$ cat src/rtl/conv_pkg.sv
// Shared types and width helpers for the pipelined KxK convolution engine.
package conv_pkg;

  typedef enum logic [1:0] {
    MODE_DIV   = 2'd0,
    MODE_SHIFT = 2'd1,
    MODE_RAW   = 2'd2
  } mode_e;

  typedef enum logic {
    NS_IDLE = 1'b0,
    NS_DIV  = 1'b1
  } norm_state_e;

  // Pixel is zero-extended by one bit and then treated as signed, hence +1.
  function automatic int prod_w(input int data_w, input int coef_w);
    return data_w + coef_w + 1;
  endfunction

  function automatic int acc_w(input int data_w, input int coef_w, input int k);
    return prod_w(data_w, coef_w) + $clog2(k * k);
  endfunction

  function automatic int csum_w(input int coef_w, input int k);
    return coef_w + $clog2(k * k);
  endfunction

  function automatic int sh_w(input int data_w, input int coef_w, input int k);
    return $clog2(acc_w(data_w, coef_w, k));
  endfunction

endpackage

$ cat src/rtl/conv_pipe_engine_if.sv
// Window/filter input stream, pixel output stream and normaliser debug view.
interface conv_pipe_engine_if
  import conv_pkg::*;
#(
  parameter int DATA_W = 8,
  parameter int COEF_W = 8,
  parameter int K      = 3
);
  localparam int N    = K * K;
  localparam int SH_W = sh_w(DATA_W, COEF_W, K);

  // Both streams: a beat transfers on the rising edge where valid && ready;
  // valid and its payload stay stable until then, and ready may depend on valid.
  logic                  in_valid;
  logic                  in_ready;
  logic [N*DATA_W-1:0]   window;
  logic [N*COEF_W-1:0]   filter;
  logic [1:0]            mode;
  logic [SH_W-1:0]       shift_amt;
  logic                  out_valid;
  logic                  out_ready;
  logic [DATA_W-1:0]     out_pixel;
  norm_state_e           norm_state;
  logic [SH_W-1:0]       div_cnt;

  modport master (
    output in_valid, window, filter, mode, shift_amt, out_ready,
    input  in_ready, out_valid, out_pixel, norm_state, div_cnt
  );

  modport slave (
    input  in_valid, window, filter, mode, shift_amt, out_ready,
    output in_ready, out_valid, out_pixel, norm_state, div_cnt
  );
endinterface

$ cat src/rtl/conv_seq_divider.sv
// Unsigned restoring divider: one quotient bit per cycle, W cycles per divide.
module conv_seq_divider #(
  parameter int W = 21
) (
  input  logic         clk,
  input  logic         rst,
  input  logic         start,
  input  logic [W-1:0] dividend,
  input  logic [W-1:0] divisor,
  output logic         busy,
  output logic         done,
  output logic [W-1:0] quotient
);
  localparam int CW = $clog2(W);

  logic [W-1:0]  rem, quo, dvs, rem_next;
  logic [W:0]    partial, trial;
  logic [CW-1:0] count;

  // quotient is the post-iteration value, so it is final in the cycle done is high.
  always_comb begin
    partial  = {rem, quo[W-1]};
    trial    = partial - {1'b0, dvs};
    rem_next = trial[W] ? partial[W-1:0] : trial[W-1:0];
    quotient = {quo[W-2:0], ~trial[W]};
  end

  assign done = busy && (count == '0);

  always_ff @(posedge clk or posedge rst) begin
    if (rst) begin
      busy  <= 1'b0;
      rem   <= '0;
      quo   <= '0;
      dvs   <= '0;
      count <= '0;
    end else if (start && !busy) begin
      busy  <= 1'b1;
      rem   <= '0;
      quo   <= dividend;
      dvs   <= divisor;
      count <= CW'(W - 1);
    end else if (busy) begin
      rem   <= rem_next;
      quo   <= quotient;
      count <= count - 1'b1;
      if (count == '0) busy <= 1'b0;
    end
  end
endmodule

$ cat src/rtl/conv_pipe_engine.sv
// KxK convolution: S1 products, S2 adder trees, normaliser FSM, clamp, output register.
module conv_pipe_engine
  import conv_pkg::*;
#(
  parameter int DATA_W = 8,
  parameter int COEF_W = 8,
  parameter int K      = 3
) (
  input logic               clk,
  input logic               rst,
  conv_pipe_engine_if.slave bus
);
  localparam int N      = K * K;
  localparam int PROD_W = prod_w(DATA_W, COEF_W);
  localparam int ACC_W  = acc_w(DATA_W, COEF_W, K);
  localparam int CSUM_W = csum_w(COEF_W, K);
  localparam int SH_W   = sh_w(DATA_W, COEF_W, K);
  localparam logic signed [ACC_W:0] PIX_MAX  = (ACC_W+1)'((1 << DATA_W) - 1);
  localparam logic [SH_W-1:0]       CNT_LOAD = SH_W'(ACC_W - 1);

  logic                     s1_valid, s2_valid, s1_advance, s2_advance, s2_consume;
  logic signed [PROD_W-1:0] prod_in [N];
  logic signed [PROD_W-1:0] s1_prod [N];
  logic signed [COEF_W-1:0] s1_coef [N];
  logic [1:0]               s1_mode, s2_mode;
  logic [SH_W-1:0]          s1_shift, s2_shift;
  logic signed [ACC_W-1:0]  acc_sum, s2_acc;
  logic signed [CSUM_W-1:0] csum_sum, s2_csum;

  norm_state_e              state, state_next;
  logic [SH_W-1:0]          cnt, cnt_next;
  logic                     div_start, div_busy, div_done, out_write, out_free, want_div;
  logic [CSUM_W-1:0]        csum_mag;
  logic [ACC_W-1:0]         abs_acc, abs_csum, quotient;
  logic signed [ACC_W:0]    direct_r, div_r, norm_r;
  logic                     out_valid_q;
  logic [DATA_W-1:0]        out_pixel_q;

  function automatic logic [DATA_W-1:0] clamp(input logic signed [ACC_W:0] r);
    if (r < 0) return '0;
    if (r > PIX_MAX) return '1;
    return r[DATA_W-1:0];
  endfunction

  assign s2_advance   = !s2_valid || s2_consume;
  assign s1_advance   = !s1_valid || s2_advance;
  assign bus.in_ready = s1_advance;

  always_comb begin
    for (int i = 0; i < N; i++) begin
      prod_in[i] = $signed({{(COEF_W+1){1'b0}}, bus.window[(N-i)*DATA_W-1 -: DATA_W]}) *
                   $signed({{(DATA_W+1){bus.filter[(N-i)*COEF_W-1]}},
                            bus.filter[(N-i)*COEF_W-1 -: COEF_W]});
    end
  end

  always_comb begin
    acc_sum  = '0;
    csum_sum = '0;
    for (int i = 0; i < N; i++) begin
      acc_sum  = acc_sum + ACC_W'(s1_prod[i]);
      csum_sum = csum_sum + CSUM_W'(s1_coef[i]);
    end
  end

  always_ff @(posedge clk or posedge rst) begin
    if (rst) begin
      s1_valid <= 1'b0;
      s1_mode  <= '0;
      s1_shift <= '0;
      for (int i = 0; i < N; i++) begin
        s1_prod[i] <= '0;
        s1_coef[i] <= '0;
      end
    end else if (s1_advance) begin
      s1_valid <= bus.in_valid;
      if (bus.in_valid) begin
        s1_mode  <= bus.mode;
        s1_shift <= bus.shift_amt;
        for (int i = 0; i < N; i++) begin
          s1_prod[i] <= prod_in[i];
          s1_coef[i] <= bus.filter[(N-i)*COEF_W-1 -: COEF_W];
        end
      end
    end
  end

  always_ff @(posedge clk or posedge rst) begin
    if (rst) begin
      s2_valid <= 1'b0;
      s2_acc   <= '0;
      s2_csum  <= '0;
      s2_mode  <= '0;
      s2_shift <= '0;
    end else if (s2_advance) begin
      s2_valid <= s1_valid;
      if (s1_valid) begin
        s2_acc   <= acc_sum;
        s2_csum  <= csum_sum;
        s2_mode  <= s1_mode;
        s2_shift <= s1_shift;
      end
    end
  end

  // A zero coefficient sum falls through to the raw accumulator instead of dividing.
  assign out_free = !out_valid_q || bus.out_ready;
  assign want_div = (s2_mode == MODE_DIV) && (s2_csum != '0);
  assign abs_acc  = s2_acc[ACC_W-1] ? ACC_W'(-s2_acc) : ACC_W'(s2_acc);
  assign csum_mag = s2_csum[CSUM_W-1] ? CSUM_W'(-s2_csum) : CSUM_W'(s2_csum);
  assign abs_csum = ACC_W'(csum_mag);
  assign div_r    = (s2_acc[ACC_W-1] ^ s2_csum[CSUM_W-1]) ? -$signed({1'b0, quotient})
                                                          :  $signed({1'b0, quotient});

  always_comb begin
    if (s2_mode == MODE_SHIFT) direct_r = (ACC_W+1)'(s2_acc >>> s2_shift);
    else                       direct_r = (ACC_W+1)'(s2_acc);
  end

  always_comb begin
    state_next = state;
    cnt_next   = cnt;
    div_start  = 1'b0;
    out_write  = 1'b0;
    s2_consume = 1'b0;
    norm_r     = direct_r;
    case (state)
      NS_IDLE: begin
        if (s2_valid && out_free) begin
          if (want_div) begin
            if (!div_busy) begin
              state_next = NS_DIV;
              cnt_next   = CNT_LOAD;
              div_start  = 1'b1;
            end
          end else begin
            out_write  = 1'b1;
            s2_consume = 1'b1;
          end
        end
      end
      NS_DIV: begin
        norm_r = div_r;
        if (cnt != '0) begin
          cnt_next = cnt - 1'b1;
        end else if (div_done) begin
          out_write  = 1'b1;
          s2_consume = 1'b1;
          state_next = NS_IDLE;
        end
      end
      default: state_next = NS_IDLE;
    endcase
  end

  always_ff @(posedge clk or posedge rst) begin
    if (rst) begin
      state <= NS_IDLE;
      cnt   <= '0;
    end else begin
      state <= state_next;
      cnt   <= cnt_next;
    end
  end

  conv_seq_divider #(.W(ACC_W)) u_div (
    .clk      (clk),
    .rst      (rst),
    .start    (div_start),
    .dividend (abs_acc),
    .divisor  (abs_csum),
    .busy     (div_busy),
    .done     (div_done),
    .quotient (quotient)
  );

  // Entering DIV requires a free output register, so the divide's final write never collides.
  always_ff @(posedge clk or posedge rst) begin
    if (rst) begin
      out_valid_q <= 1'b0;
      out_pixel_q <= '0;
    end else if (out_write) begin
      out_valid_q <= 1'b1;
      out_pixel_q <= clamp(norm_r);
    end else if (bus.out_ready) begin
      out_valid_q <= 1'b0;
    end
  end

  assign bus.out_valid  = out_valid_q;
  assign bus.out_pixel  = out_pixel_q;
  assign bus.norm_state = state;
  assign bus.div_cnt    = cnt;
endmodule

$ cat src/flat_wrapper.sv
// flat-port wrapper written by rule: the top's interface ports become plain ports
module conv_pipe_engine_flat import conv_pkg::*;
#(
  parameter int DATA_W = 8,
  parameter int COEF_W = 8,
  parameter int K      = 3
)
  (clk, rst, bus_in_valid, bus_window, bus_filter, bus_mode, bus_shift_amt, bus_out_ready, bus_in_ready, bus_out_valid, bus_out_pixel, bus_norm_state, bus_div_cnt);
  conv_pipe_engine_if #(.DATA_W(DATA_W), .COEF_W(COEF_W), .K(K)) bus_i ();
  input logic clk;
  input logic rst;
  input wire logic [$bits(bus_i.in_valid)-1:0] bus_in_valid;
  input wire logic [$bits(bus_i.window)-1:0] bus_window;
  input wire logic [$bits(bus_i.filter)-1:0] bus_filter;
  input wire logic [$bits(bus_i.mode)-1:0] bus_mode;
  input wire logic [$bits(bus_i.shift_amt)-1:0] bus_shift_amt;
  input wire logic [$bits(bus_i.out_ready)-1:0] bus_out_ready;
  output wire logic [$bits(bus_i.in_ready)-1:0] bus_in_ready;
  output wire logic [$bits(bus_i.out_valid)-1:0] bus_out_valid;
  output wire logic [$bits(bus_i.out_pixel)-1:0] bus_out_pixel;
  output wire logic [$bits(bus_i.norm_state)-1:0] bus_norm_state;
  output wire logic [$bits(bus_i.div_cnt)-1:0] bus_div_cnt;
  assign bus_i.in_valid = bus_in_valid;
  assign bus_i.window = bus_window;
  assign bus_i.filter = bus_filter;
  assign bus_i.mode = bus_mode;
  assign bus_i.shift_amt = bus_shift_amt;
  assign bus_i.out_ready = bus_out_ready;
  assign bus_in_ready = bus_i.in_ready;
  assign bus_out_valid = bus_i.out_valid;
  assign bus_out_pixel = bus_i.out_pixel;
  assign bus_norm_state = bus_i.norm_state;
  assign bus_div_cnt = bus_i.div_cnt;
  conv_pipe_engine #(.DATA_W(DATA_W), .COEF_W(COEF_W), .K(K)) u_core (.clk(clk), .rst(rst), .bus(bus_i));
endmodule
$ cat config.mk
export PLATFORM = sky130hd
export DESIGN_NAME = conv_pipe_engine_flat
export DESIGN_NICKNAME = d
export VERILOG_FILES = /design/src/rtl/conv_pkg.sv /design/src/rtl/conv_pipe_engine_if.sv /design/src/rtl/conv_seq_divider.sv /design/src/rtl/conv_pipe_engine.sv /design/src/flat_wrapper.sv
export SDC_FILE = /design/constraint.sdc
export NUM_CORES = 2
export LEC_CHECK = 0
export CORE_MARGIN = 5
export CORE_UTILIZATION = 70
export DETAILED_ROUTE_END_ITERATION = 10
export DONT_BUFFER_PORTS = 1
export GPL_ROUTABILITY_DRIVEN = 0
export GPL_TIMING_DRIVEN = 0
export PLACE_DENSITY = 0.86
export SLEW_MARGIN = 20
export SYNTH_ARGS = -nofsm -noshare
export SYNTH_HDL_FRONTEND = slang
export SYNTH_HIERARCHICAL = 1
export SYNTH_SLANG_ARGS = --single-unit
$ cat constraint.sdc
create_clock -name clk -period 28.1 [get_ports clk]
set_input_delay 5.62 -clock clk [delete_from_list [all_inputs] [get_ports clk]]
set_output_delay 5.62 -clock clk [all_outputs]
set_load 0.005 [all_outputs]
==> metrics.txt <==
status completed; top cell family by delay on the critical path simple AND/OR/NAND/NOR gates; reg2reg end u_core/s2_acc[20]$_DFFE_PP0P_; area occupied by multi-input gates 29580 um^2; initial antenna violation count 5; Slew headroom 0.3248; drt wl/cell 20.04 um; WP buf/inv 0; CTS sink count 358; Post-CTS Resized 0; DR vias/cell roughly 6.1; FILL cells 4078; vias 34140; worst setup skew after layout 0.03171 ns; Crit Path Class in -> out; Worst-Margin Slew 1.013 ns; Reg-to-Reg Start u_core/s1_prod[53]$_DFFE_PP0P_; Setup TNS 0 ns; layout cell share with drive strength beyond 1 0.04743; RSZ-0062 raised after global routing no; Final Hold Fails 0; commonest non-fill, non-tap cell in the layout inv_1; Distinct cells, synth 83; most frequent CP cell nand2_1; clock-pin slew on the worst setup and hold paths 0.06 ns; Worst EP required ~22 ns; CTS buffer count 40; I/O pins 171; die height 256.8 um; Routed Antenna Nets 0; sequential area share after synthesis 0.2101; Initial Util 0.7063; fmax 82.64 MHz; chip width 256.8 um; predominant post-synthesis flop cell dfrtp_1; clock root buffer clkbuf_16; Final nets 5937; worst-path fanout max 4; worst hold path class reg -> reg; row count 90; crit path capture type primary output; Yosys reg bits ~360; slowest stage delay, CP ~0.24 ns; max-cap violations 0; Hold Buf Count CTS 0; number of flops mapped to enable cells by yosys 0; Max Slew Vio Count 0; most frequent cells in the layout inv_1 (848), nand2_1 (814), fa_1 (515); R2R Setup Slk 22.50 ns; input/output buffers 0; GR Util met3 0.06739; CTS tree done; Total Wirelength between 100 and 150 mm; Global Route Usage Sum 0.3423; DPL Wire Length 89.04 mm; Hold Path Sink u_core/s1_shift[0]$_DFFE_PP0P_; ys async rst share 1.000; vias in the first global route 35280; Setup-failing EPs final 0; grt met2 use 0.5621; Max Root-Sink Buffers 3; post-synthesis cell area 42630 um^2; GRT Max-Usage Layer met2; Hold Startpoint u_core/s1_shift[0]$_DFFE_PP0P_; Die ar. 65940 um^2; CTS HTree Levels 2; 1st-pass router iterations 6; met1 Resource Use GR 0.4285; worst hold path cell count 2; Final min period 12.10 ns; Cells after Synth ~4800; slowest CP cell nand3_2; crit share post-route 0.4306; Core Footprint 60360 um^2; Remaining Overflow, GRT 0; register area roughly 9000 um^2; CP Cell Sequence nand2b_1, nand2_1, o21ai_0, nand2_1, nand3_2; worst r2r path cells 16; largest net degree at the start of global routing 107; WP data arrival 6.48 ns; DRC viols 0; initial DRC count 2916; CP Launch Type input pin; Syn. warnings 6; mean area per synthesized cell 8.945 um^2; Post-CTS Repair Setup Buffers 0; first-pass GRT wire length 182.3 mm; Worst-Skew Late Latency about 0.57 ns; Area Overhead vs Synth 5.841%
## per-stage QoR
step / worst slack [ns] / hold slack, ns / area (um^2) / util / cells
after global placement: 11.36 / 0.4577 / 43640 / 0.7230 / 5556
after floorplan: 14.50 / 0.4417 / 42660 / - / 4774
after global routing: 15.98 / 0.5026 / 45120 / 0.7475 / 5634
after CTS: 16.04 / 0.4774 / 45110 / 0.7474 / 5631
after detailed placement: 16.04 / 0.4627 / 43720 / 0.7244 / 5559
final: 16.00 / 0.4753 / 45120 / 0.7475 / 5635
## sequential cells by signal, summed over array words and instances, names as in the netlist, 8 cells and up
register,flops
u_core/s2_acc,21
u_core/s2_csum,12
u_core/u_div/dvs,21
u_core/u_div/quo,21
u_core/u_div/rem,21
u_core/s1_prod,153
u_core/bus.out_pixel,8
u_core/s1_coef,72
## how the worst max path moves through the flow
stage | start | end | slack, ns | depth (start not counted)
2_1_floorplan | rst | u_core/bus.div_cnt[0]$_DFFE_PP0P_ | 14.50 | 1
3_3_place_gp | rst | u_core/s1_prod[63]$_DFFE_PP0P_ | 11.36 | 1
3_5_place_dp | bus_out_ready | bus_in_ready | 16.04 | 5
4_1_cts | bus_out_ready | bus_in_ready | 16.04 | 5
5_1_grt | bus_out_ready | bus_in_ready | 15.98 | 5
6_report | bus_out_ready | bus_in_ready | 16.00 | 5
## area by class of cell
type / instances / share of cell area
Clock inverter: 16 / 0.004520
Tap cell: 782 / 0.02169
Timing Repair Buffer: 3 / 0.001664
Inverter: 851 / 0.07107
Multi-Input combinational cell: 3380 / 0.6555
Sequential cell: 358 / 0.1986
Buffer: 185 / 0.02055
Clock buffer: 56 / 0.02621
Antenna cell: 4 / 0.0002218
## metal layers
metal  part of all wire  up-vias
li1                   -    15180
met3              0.089      454
met2               0.48     1768
met4              0.067        0
met1               0.37    16730
met5                  0        -
## worst register-to-register path, cell delays in order, from the launching register on
cell and delay (ns):
dfrtp_1 0.40, fa_1 0.59, fa_1 0.62, fa_1 0.53
inv_1 0.05, fa_1 0.47, inv_1 0.04, ha_1 0.20
fa_1 0.49, a211oi_1 0.38, o21ai_0 0.25, a311o_1 0.42
a21oi_1 0.22, a311oi_1 0.17, a31oi_1 0.23, xnor2_1 0.25
o21ai_0 0.14
## cell usage after synthesis (20+ instances only)
cell	number	share of area
inv_1	850	0.075
nand2_1	814	0.072
fa_1	515	0.24
ha_1	448	0.13
dfrtp_1	358	0.21
and2_1	292	0.043
o21ai_0	247	0.029
a21oi_1	110	0.013
nor2_1	108	0.0095
clkbuf_1	103	0.0091
xnor2_1	101	0.021
nand2b_1	66	0.0097
xor2_1	63	0.013
nor3_1	60	0.0070
nand3_1	59	0.0069
a21o_1	52	0.0092
mux2i_1	39	0.0092
o211ai_1	37	0.0065
buf_4	36	0.0063
or3_1	31	0.0045
buf_2	30	0.0035
mux2_2	30	0.0079
nor2b_1	25	0.0037
o21ai_1	23	0.0027
o31ai_1	22	0.0039
a31oi_1	20	0.0029
o21a_1	20	0.0035
## logic make-up (layout without fill, tap and decap cells)
group / count (synthesis) / after routing / share of synthesized area
other cells: 1 / 13 / 0.00008797
mux: 84 / 84 / 0.02501
flops: 358 / 358 / 0.2101
fa+ha+maj: 963 / 963 / 0.3733
xor+xnor: 164 / 164 / 0.03369
simple gates: 1509 / 1509 / 0.1653
buf+inv: 1036 / 1111 / 0.09674
compound gates: 651 / 651 / 0.09571
Power is left out: the tool's default activity adds up to more than one toggle a clock period on the data nets, which glitch-free logic cannot reach.
